## config.mk

```make
export PLATFORM = sky130hd
export DESIGN_NAME = store_monitor
export DESIGN_NICKNAME = d
export VERILOG_FILES = /design/src/rtl/store_monitor.sv
export SDC_FILE = /design/constraint.sdc
export NUM_CORES = 1
export LEC_CHECK = 0
export CAP_MARGIN = 20
export CELL_PAD_IN_SITES_DETAIL_PLACEMENT = 0
export CELL_PAD_IN_SITES_GLOBAL_PLACEMENT = 1
export CORE_MARGIN = 5
export CORE_UTILIZATION = 51
export DETAILED_ROUTE_END_ITERATION = 16
export PLACE_DENSITY = 0.84
export SYNTH_ARGS = -nofsm -noshare
export SYNTH_HDL_FRONTEND = slang
export SYNTH_SLANG_ARGS = --single-unit
```

## constraint.sdc

```tcl
create_clock -name clk -period 9.2 [get_ports clk]
set_input_delay 1.84 -clock clk [delete_from_list [all_inputs] [get_ports clk]]
set_output_delay 1.84 -clock clk [all_outputs]
set_load 0.05 [all_outputs]
```

## src/rtl/store_monitor.sv

```systemverilog
// Store-bus checker: logs every RUN-state store into a trace FIFO and holds a
// sticky PASS / FAIL / TIMEOUT verdict until reset.
module store_monitor #(
   parameter logic [31:0] PASS_ADR    = 32'd100,
   parameter logic [31:0] PASS_DATA   = 32'd7,
   parameter logic [31:0] ALLOWED_ADR = 32'd96,
   parameter int          DEPTH       = 8,
   parameter int          TIMEOUT_CYC = 1000
) (
   input  logic                     clk,
   input  logic                     reset,
   input  logic                     MemWrite,
   input  logic [31:0]              Adr,
   input  logic [31:0]              WriteData,
   input  logic                     rd_en,
   output logic                     rd_valid,
   output logic [31:0]              rd_adr,
   output logic [31:0]              rd_data,
   output logic [$clog2(DEPTH):0]   trace_cnt,
   output logic                     overflow,
   output logic                     done,
   output logic                     pass,
   output logic                     fail,
   output logic                     timeout,
   output logic [31:0]              fail_data
);

   // state    | meaning
   // S_RUN    | watching stores, cycle counter advancing on idle cycles
   // S_PASS   | saw PASS_DATA stored to PASS_ADR
   // S_FAIL   | saw a store to an illegal address or bad terminal data
   // S_TMO    | TIMEOUT_CYC idle RUN cycles elapsed without a verdict
   typedef enum logic [1:0] {S_RUN, S_PASS, S_FAIL, S_TMO} state_t;

   localparam int AW = $clog2(DEPTH);
   localparam int CW = $clog2(TIMEOUT_CYC) + 1;
   localparam logic [CW-1:0] TMR_LAST = CW'(TIMEOUT_CYC - 1);
   localparam logic [AW:0]   FULL_CNT = (AW+1)'(DEPTH);

   state_t          state_q;
   logic [CW-1:0]   tmr_q;
   logic            done_q, pass_q, fail_q, timeout_q;
   logic [31:0]     fail_data_q;

   logic [63:0]     mem_q [DEPTH];
   logic [AW-1:0]   wr_ptr_q, rd_ptr_q;
   logic [AW:0]     cnt_q, cnt_d;
   logic            overflow_q, rd_valid_q;
   logic [31:0]     rd_adr_q, rd_data_q;

   logic run, push, pop, full, push_ok;

   always_comb begin
      run     = (state_q == S_RUN);
      push    = run & MemWrite;
      full    = (cnt_q == FULL_CNT);
      pop     = rd_en & (cnt_q != '0);
      // a full FIFO still accepts a push when a pop frees a slot on the same edge
      push_ok = push & (~full | pop);
      cnt_d   = cnt_q;
      if (push_ok && !pop)
         cnt_d = cnt_q + 1'b1;
      else if (pop && !push_ok)
         cnt_d = cnt_q - 1'b1;
   end

   always_ff @(posedge clk) begin
      if (reset) begin
         state_q     <= S_RUN;
         tmr_q       <= '0;
         fail_data_q <= '0;
         done_q      <= 1'b0;
         pass_q      <= 1'b0;
         fail_q      <= 1'b0;
         timeout_q   <= 1'b0;
      end else if (state_q == S_RUN) begin
         if (MemWrite) begin
            if (Adr == PASS_ADR && WriteData == PASS_DATA) begin
               state_q <= S_PASS;
               done_q  <= 1'b1;
               pass_q  <= 1'b1;
            end else if (Adr != ALLOWED_ADR) begin
               state_q     <= S_FAIL;
               fail_data_q <= WriteData;
               done_q      <= 1'b1;
               fail_q      <= 1'b1;
            end
         end else if (tmr_q == TMR_LAST) begin
            state_q   <= S_TMO;
            done_q    <= 1'b1;
            timeout_q <= 1'b1;
         end else begin
            tmr_q <= tmr_q + 1'b1;
         end
      end
   end

   always_ff @(posedge clk) begin
      if (push_ok)
         mem_q[wr_ptr_q] <= {Adr, WriteData};
   end

   always_ff @(posedge clk) begin
      if (reset) begin
         wr_ptr_q   <= '0;
         rd_ptr_q   <= '0;
         cnt_q      <= '0;
         overflow_q <= 1'b0;
         rd_valid_q <= 1'b0;
         rd_adr_q   <= '0;
         rd_data_q  <= '0;
      end else begin
         rd_valid_q <= pop;
         cnt_q      <= cnt_d;
         if (pop) begin
            rd_adr_q  <= mem_q[rd_ptr_q][63:32];
            rd_data_q <= mem_q[rd_ptr_q][31:0];
            rd_ptr_q  <= rd_ptr_q + 1'b1;
         end
         if (push_ok)
            wr_ptr_q <= wr_ptr_q + 1'b1;
         if (push && !push_ok)
            overflow_q <= 1'b1;
      end
   end

   assign rd_valid  = rd_valid_q;
   assign rd_adr    = rd_adr_q;
   assign rd_data   = rd_data_q;
   assign trace_cnt = cnt_q;
   assign overflow  = overflow_q;
   assign done      = done_q;
   assign pass      = pass_q;
   assign fail      = fail_q;
   assign timeout   = timeout_q;
   assign fail_data = fail_data_q;

endmodule

```

==> results of run 1 <==
-- area by class of cell --
type	instances	area share (%)
antenna	2	0.0174
clock buffer	92	6.76
clock inverter	28	1.07
inverter	5	0.0652
multi-input combinational	560	20.9
sequential	637	62.1
tap	607	2.64
timing repair buffer	189	6.42
-- per-layer routing --
layer / vias up / GRT usage (%) / share of wire, %
met4: 0 / 6.68 / 2.6
met3: 85 / 3.81 / 6.1
met5: - / 0 / 0
met1: 6268 / 26.4 / 41
li1: 5464 / - / -
met2: 384 / 32.7 / 50
-- sequential cells by signal, indices dropped and copies added, names as in the netlist --
register and flops:
mem_q 512, fail_data 32, rd_adr 32, rd_data 32, tmr_q 11, trace_cnt 4, rd_ptr_q 3, wr_ptr_q 3
state_q 2, done 1, fail 1, overflow 1, pass 1, rd_valid 1, timeout 1
-- where the power goes --
group / switching [mW] / leakage [nW] / total, mW / internal (mW)
Sequential: 0.152 / 5.66 / 3.44 / 3.29
Combinational: 1.03 / 2.26 / 1.77 / 0.743
Clock: 1.06 / 1.10 / 2.72 / 1.65
Total: 2.25 / 9.02 / 7.93 / 5.68
-- worst min path at each step --
stage,to,slack (ns),depth (start not counted),from
final,timeout,0.47,2,timeout
after global routing,fail_data[20],0.50,2,fail_data[20]
after CTS,fail_data[30],0.47,2,fail_data[30]
after detailed placement,fail_data[14],0.46,2,fail_data[14]
after global placement,fail_data[14],0.46,2,fail_data[14]
after floorplan,tmr_q[10],0.46,2,tmr_q[10]
-- synthesized netlist by cell type, types with 6 or more instances --
cell type / n
a211oi_1: 64
a21oi_1: 9
buf_1: 8
buf_2: 21
clkbuf_1: 34
dfxtp_1: 125
edfxtp_1: 512
ha_1: 6
mux2i_1: 99
mux4_2: 128
nand2_1: 11
nand2b_1: 68
nand4_1: 9
nor2_1: 96
nor4_1: 10
xnor2_1: 6
xor2_1: 9
-- metrics by stage --
step / hold WS, ns / total power [mW] / utilization, %
global route: 0.496 / 8.27 / 61.6
floorplan: 0.459 / 4.77 / -
detailed placement: 0.462 / 5.29 / 56.7
CTS: 0.475 / 8.02 / 61.6
global placement: 0.459 / 5.27 / 56.7
finish: 0.472 / 7.93 / 61.6
-- cells by family (layout without fill, tap and decap cells) --
logic type	count (synthesis)	in the layout
flops	637	637
mux	227	227
simple gates	223	223
compound gates	88	88
buf+inv	75	314
xor+xnor	15	15
fa+ha+maj	7	7
other cells	0	2
-- tightest hold or removal path, cell delays in order, from the launching register on --
cell,delay (ns)
dfxtp_1,0.33
a21oi_1,0.04
nor2_1,0.07
==> flow_summary.ini, run 1 <==
[placement]
gp_congestion = 0.765
placed_area_um2 = 26500
placed_cells = 1998
port_buffers = 173
dp_slack_ns = 3.91
dp_hpwl_um = 29700

[worst_hold_path]
hp-class = flop to flop

[job]
maxCapViolCount = 0

[logic_synthesis]
synth_compound_area_share_pct = 2.77
muxShareOfSynthArea_pct = 16.0
netlist_instances = 1272
yosysWarnings = 0
synth_edf_count = 512
synth_nets = 1347
postSynth.asyncResetShare_pct = 0
synth_xor_area_share_pct = 0.543
ys_types = 48
synth_flop_cell = edfxtp_1
syn_area_per_cell_um2 = 19.0
synth_seq_cells = 637
yosysTopAreaCell = edfxtp_1
yosysTopAreaCellShare_pct = 63.6
synth_area_um2 = 24200
synthAdderAreaFrac_pct = 0.393
synthSimpleGateAreaFrac_pct = 4.89
ys_top_cells_by_area = edfxtp_1 64%, mux4_2 12%, dfxtp_1 10%
synth.yosys.seq_area_share_pct = 74.0
synth_top_family_by_area = multiplexers

[worst_setup_path]
cp_max_fo = 47
cpMaxStageDelayCell = buf_4
start_kind = input pin
critPathLaunch = MemWrite
path_delay_family = buffers and inverters
rrSetupSlack_ns = 5.94
critPathKind = input pin to flop
crit_end = mem_q[2][53]
path_buf_inv = 2
reg2reg_to = rd_data[7]
reg2reg_from = rd_ptr_q[1]
crit_path_end_kind = flop
path_cells = clkdlybuf4s50_1, or3b_1, a31oi_4, nand2b_1, nor2_4, buf_4
worstPathArrival_ns = 4.91
ff2ff_path_depth = 5
slowest_delay_ns = 0.75
worst-path-stages = 6
worst_ep_required_time_ns = 9.39

[sta]
maxSlewViolCount = 0
fin_crit_ns = 4.72
setup_tns_ns = 0
fin_ws_ns = 4.48
final-hold-violation-count = 0
worstMarginPinSlew_ns = 1.06
finalSetupViolations = 0
rsz0062_at_grt = no
max_freq_mhz = 212
finClkSkew_ns = 0.0214
slew_headroom_pct = 29.1
finalCritPeriodShare_pct = 51.3

[route]
drtPass1Iterations = 5
drt-total-wl_um = 51200
drc = 0
wire_per_inst_um = 24.2
drtIter0Drc = 958
route.vias.total = 12200
ant_nets = 0
avgViaCountPerCell = 5.76

[cts]
cts_made_buffers = 66
post-cts-setup-buffers = 0
root_buffer = clkbuf_16
cts_max_level = 3
cts_resized = 0
cts_tree = done
clk_pin_slew_ns = 0.06
cts_hold_buffers = 0
insertion_delay_ns = 0.57
cts_sinks = 637
clock_path_buffers = 3

[floorplanning]
rows = 79
dieArea_um2 = 51900
die_w_um = 228
die_h_um = 228
ios = 174
core_um2 = 46800
start_util_pct = 51.7

[run_status]
status = completed

[pwr]
p_leak_nw = 9.02
vdd_ir_drop_max_uv = 151
p_per_area_nw_per_um2 = 275

[global_route]
grt_pass1_wl_um = 78600
grt_pass1_vias = 12800
grtUsageTotal_pct = 19.6
grt_max_degree = 108
overflow = 0
antenna_found_initial = 2

[layout]
layout_common_cells = 512 x edfxtp_1, 172 x clkdlybuf4s50_1, 128 x mux4_2
layout_commonest_cell = edfxtp_1
area_growth_pct = 19.1
multiInputGateArea_um2 = 6010
final_area_um2 = 28800
fill_cells = 3252
ff_latch_area_um2 = 17900
stdcell_count = 2120
layout.nets = 1534
layout-drive-gt1-share_pct = 17.9
(Power assumes the default switching activity.)
==> inputs of run 2 (changes only) <==
==> constraint.sdc (replaced) <==
create_clock -name clk -period 4.9 [get_ports clk]
set_input_delay 0.98 -clock clk [delete_from_list [all_inputs] [get_ports clk]]
set_output_delay 0.98 -clock clk [all_outputs]
set_load 0.05 [all_outputs]
==> run 2 against run 1 <==
Hold slack better by 0.0014 ns. Non-clock buffer count is 17 higher. Critical path depth stayed put. Wire length is 2.1% higher. Register-to-register slack worse by 3.8 ns. Largest cell class unchanged. Highest routed layer is now met5.
==> flow_summary.ini, run 2 (same netlist as run 1, synthesis figures left out) <==
[layout]
n_antenna_cell = 0
postLayoutCoreUtil_pct = 61.8
largest_register_ffs = 512
ff_latch_area_um2 = 17900
layout.nets = 1546
area_growth_pct = 19.6
multiInputGateArea_um2 = 6030
fill_cells = 3252
stdcell_count = 2131
layout_common_cells = 512 x edfxtp_1, 172 x clkdlybuf4s50_1, 128 x mux4_2
layout-drive-gt1-share_pct = 18.4
layout_commonest_cell = edfxtp_1
top_register = mem_q

[sta]
finalCritPeriodShare_pct = 68.9
finClkSkew_ns = 0.0267
fin_hold_ws_ns = 0.474
slew_headroom_pct = 25.2
max_freq_mhz = 296
rsz0062_at_grt = no
maxSlewViolCount = 0
fin_ws_ns = 1.53
worstMarginPinSlew_ns = 1.12
fin_crit_ns = 3.37
setup_tns_ns = 0
finalSetupViolations = 0
final-hold-violation-count = 0

[cts]
cts_hold_buffers = 0
cts_resized = 0
clock_path_buffers = 3
cts_made_buffers = 61
insertion_delay_ns = 0.62
clk_pin_slew_ns = 0.06
cts_sinks = 637
cts_max_level = 2
post-cts-setup-buffers = 0
root_buffer = clkbuf_16
cts_tree = done

[route]
drt-total-wl_um = 52300
route.vias.total = 12300
wire_per_inst_um = 24.5
drtPass1Iterations = 5
drc = 0
ant_nets = 0
avgViaCountPerCell = 5.78
drtIter0Drc = 1011

[placement]
gp_congestion = 0.745
port_buffers = 173
dp_hpwl_um = 30700
dp_slack_ns = 0.945
placed_cells = 2014

[floorplanning]
dieArea_um2 = 51900
die_w_um = 228
ios = 174
die_h_um = 228
start_util_pct = 51.7
rows = 79
core_um2 = 46800

[pwr]
power.internal_mw = 10.5
p_per_area_nw_per_um2 = 507
pwr-share-clk_pct = 32.8
swShare_pct = 28.7
p_comb_share_pct = 23.4
net-switching-power_mw = 4.20
p_seq_share_pct = 43.9
p_leak_nw = 9.05
vdd_ir_drop_max_uv = 290

[run_status]
status = completed

[global_route]
antenna_found_initial = 1
overflow = 0
grt_max_degree = 91
grt_pass1_wl_um = 79800
grt_pass1_vias = 12800
grtUsageTotal_pct = 19.9

[worst_hold_path]
hp-class = flop to flop

[worst_setup_path]
worstPathArrival_ns = 3.70
worst_ep_required_time_ns = 5.22
critPathKind = input pin to flop
crit_path_end_kind = flop
start_kind = input pin
cp_max_fo = 18

[job]
maxCapViolCount = 0
run 2: metal layers:
metal	GRT usage [%]	vias to the layer above	part of all wire, %
li1	-	5483	-
met1	27.5	6352	42
met2	33.4	413	50
met3	3.85	66	6.3
met4	4.97	2	1.8
met5	0	-	0.025
run 2: layout make-up:
cell class | count | share of cell area (%)
Tap cell | 607 | 2.63
Multi-Input combinational cell | 560 | 20.8
Clock inverter | 35 | 1.42
Sequential cell | 637 | 61.9
Inverter | 5 | 0.0649
Timing Repair Buffer | 206 | 7.38
Clock buffer | 81 | 5.79
run 2: power by group through the flow:
stage | clock network [mW] | registers, mW | logic, mW
6_report | 4.81 | 6.44 | 3.43
5_1_grt | 5.13 | 6.48 | 3.67
4_1_cts | 4.90 | 6.52 | 3.39
3_5_place_dp | 0 | 6.63 | 3.38
3_3_place_gp | 0 | 6.62 | 3.34
2_1_floorplan | 0 | 7.16 | 1.79
run 2: worst max-delay path: stages:
cell	delay [ns]
clkdlybuf4s50_1	0.63
or3b_1	0.48
a31oi_4	0.28
nand2b_1	0.30
nor2_4	0.74
buf_4	0.28
run 2: final timing paths:
path / from / end / slack (ns) / cells past startpoint
worst max-delay path: MemWrite / mem_q[1][21] / 1.53 / 6
worst min-delay path: fail_data[17] / fail_data[17] / 0.47 / 2
worst max register to register: state_q[1] / mem_q[1][21] / 2.16 / 5
worst min register to register: fail_data[17] / fail_data[17] / 0.47 / 2
run 2: metrics by stage:
stage	cell area (um^2)	power [mW]
4_1_cts	28900	14.8
3_3_place_gp	26800	9.96
6_report	28900	14.7
3_5_place_dp	26800	10.0
5_1_grt	28900	15.3
2_1_floorplan	24200	8.95
==> inputs of run 3 (changes only) <==
==> constraint.sdc (replaced) <==
create_clock -name clk -period 3.33 [get_ports clk]
set_input_delay 0.666 -clock clk [delete_from_list [all_inputs] [get_ports clk]]
set_output_delay 0.666 -clock clk [all_outputs]
set_load 0.05 [all_outputs]
==> run 3 against run 2 <==
Via count increased by 2.2%. First-iteration DRC count increased by 6.2%. Hold slack improved by 0.0034 ns. Total power increased by 48%. Die area unchanged. Count of clock-buffer cells in the layout increased by 1. Clock power increased by 48%. Final cell count increased by 2.3%. Sequential power increased by 47%. Cell area increased by 1.7%. Largest power group unchanged.
==> flow_summary.ini, run 3 (same netlist as run 1, synthesis figures left out) <==
[worst_setup_path]
worst_ep_required_time_ns = 3.87
slowest_delay_ns = 0.53
ff2ff_path_depth = 11
cpMaxStageDelayCell = clkdlybuf4s50_1
critPathKind = input pin to flop
path_delay_family = simple AND/OR/NAND/NOR gates
crit_path_end_kind = flop
start_kind = input pin
worst-path-stages = 11
worstPathArrival_ns = 3.21
path_cells = clkdlybuf4s50_1, or3b_4, a31oi_4, ha_1, inv_1, ha_1, a21o_1, a21oi_1, xnor2_1, or3_1, a21oi_1
path_buf_inv = 2
cp_max_fo = 3

[cts]
clk_pin_slew_ns = 0.06
root_buffer = clkbuf_16
cts_resized = 0
cts_sinks = 637
cts_hold_buffers = 0
clock_path_buffers = 3
cts_max_level = 2
insertion_delay_ns = 0.62
cts_made_buffers = 61
cts_tree = done
post-cts-setup-buffers = 0

[route]
drtPass1Iterations = 6
route.vias.total = 12600
drtIter0Drc = 1074
drt-total-wl_um = 53800
ant_nets = 0
drc = 0
wire_per_inst_um = 24.7
avgViaCountPerCell = 5.78

[layout]
largest_register_ffs = 512
fill_cells = 3218
layout_commonest_cell = edfxtp_1
postLayoutCoreUtil_pct = 62.9
multiInputGateArea_um2 = 6030
final_area_um2 = 29400
ff_latch_area_um2 = 17900
n_antenna_cell = 0
stdcell_count = 2179
area_growth_pct = 21.6
top_register = mem_q
layout-drive-gt1-share_pct = 20.8
layout.nets = 1594
layout_common_cells = 512 x edfxtp_1, 172 x clkdlybuf4s50_1, 128 x mux4_2

[floorplanning]
rows = 79
dieArea_um2 = 51900
die_w_um = 228
start_util_pct = 51.7
ios = 174
die_h_um = 228
core_um2 = 46800

[pwr]
p_leak_nw = 9.33
vdd_ir_drop_max_uv = 435
finalPower_mw = 21.7
p_per_area_nw_per_um2 = 738

[sta]
setup_tns_ns = 0
finClkSkew_ns = 0.0188
final-hold-violation-count = 0
fin_ws_ns = 0.662
rsz0062_at_grt = no
fin_hold_ws_ns = 0.477
worstMarginPinSlew_ns = 0.768
slew_headroom_pct = 48.8
finalCritPeriodShare_pct = 80.1
maxSlewViolCount = 0
max_freq_mhz = 375
fin_crit_ns = 2.67
finalSetupViolations = 0

[placement]
placed_cells = 2063
dp_hpwl_um = 32800
placed_area_um2 = 27300
gp_congestion = 0.750
port_buffers = 173
dp_slack_ns = 0.0858

[job]
maxCapViolCount = 0

[worst_hold_path]
hp-class = flop to flop
min_path_cells = 2

[global_route]
grt_pass1_wl_um = 82400
grt_pass1_vias = 13100
grt_max_degree = 132
overflow = 0
grtUsageTotal_pct = 20.6
antenna_found_initial = 0

[run_status]
status = completed
run 3: power by group:
part	internal [mW]	switching [mW]
combinational	2.19	2.93
sequential	9.08	0.361
clock	4.23	2.90
run 3: final timing paths:
check             slack, ns         start           end
setup / recovery       0.66      MemWrite  trace_cnt[3]
hold / removal         0.48  fail_data[5]  fail_data[5]
setup reg to reg       0.73  trace_cnt[0]  trace_cnt[3]
hold reg to reg        0.48  fail_data[5]  fail_data[5]
run 3: metal layers:
layer  track usage (%)  vias to the layer above  part of all wire (%)
li1                  -                     5594                     -
met4              6.30                        0                   3.0
met5                 0                        -                     0
met3              4.61                       94                   7.2
met1              27.8                     6474                    40
met2              34.2                      431                    50
run 3: worst min-delay path: stages (launching register included):
cell	delay [ns]
dfxtp_1	0.31
nand2b_1	0.06
mux2i_1	0.06
run 3: final cells by class:
| type | instances | share of cell area, % |
|---|---|---|
| clock inverters | 34 | 1.27 |
| clock buffers | 82 | 5.84 |
| inverters | 5 | 0.0638 |
| multi-input cells | 560 | 20.5 |
| repair buffers | 254 | 8.89 |
| well taps | 607 | 2.58 |
| flip-flops and latches | 637 | 60.8 |
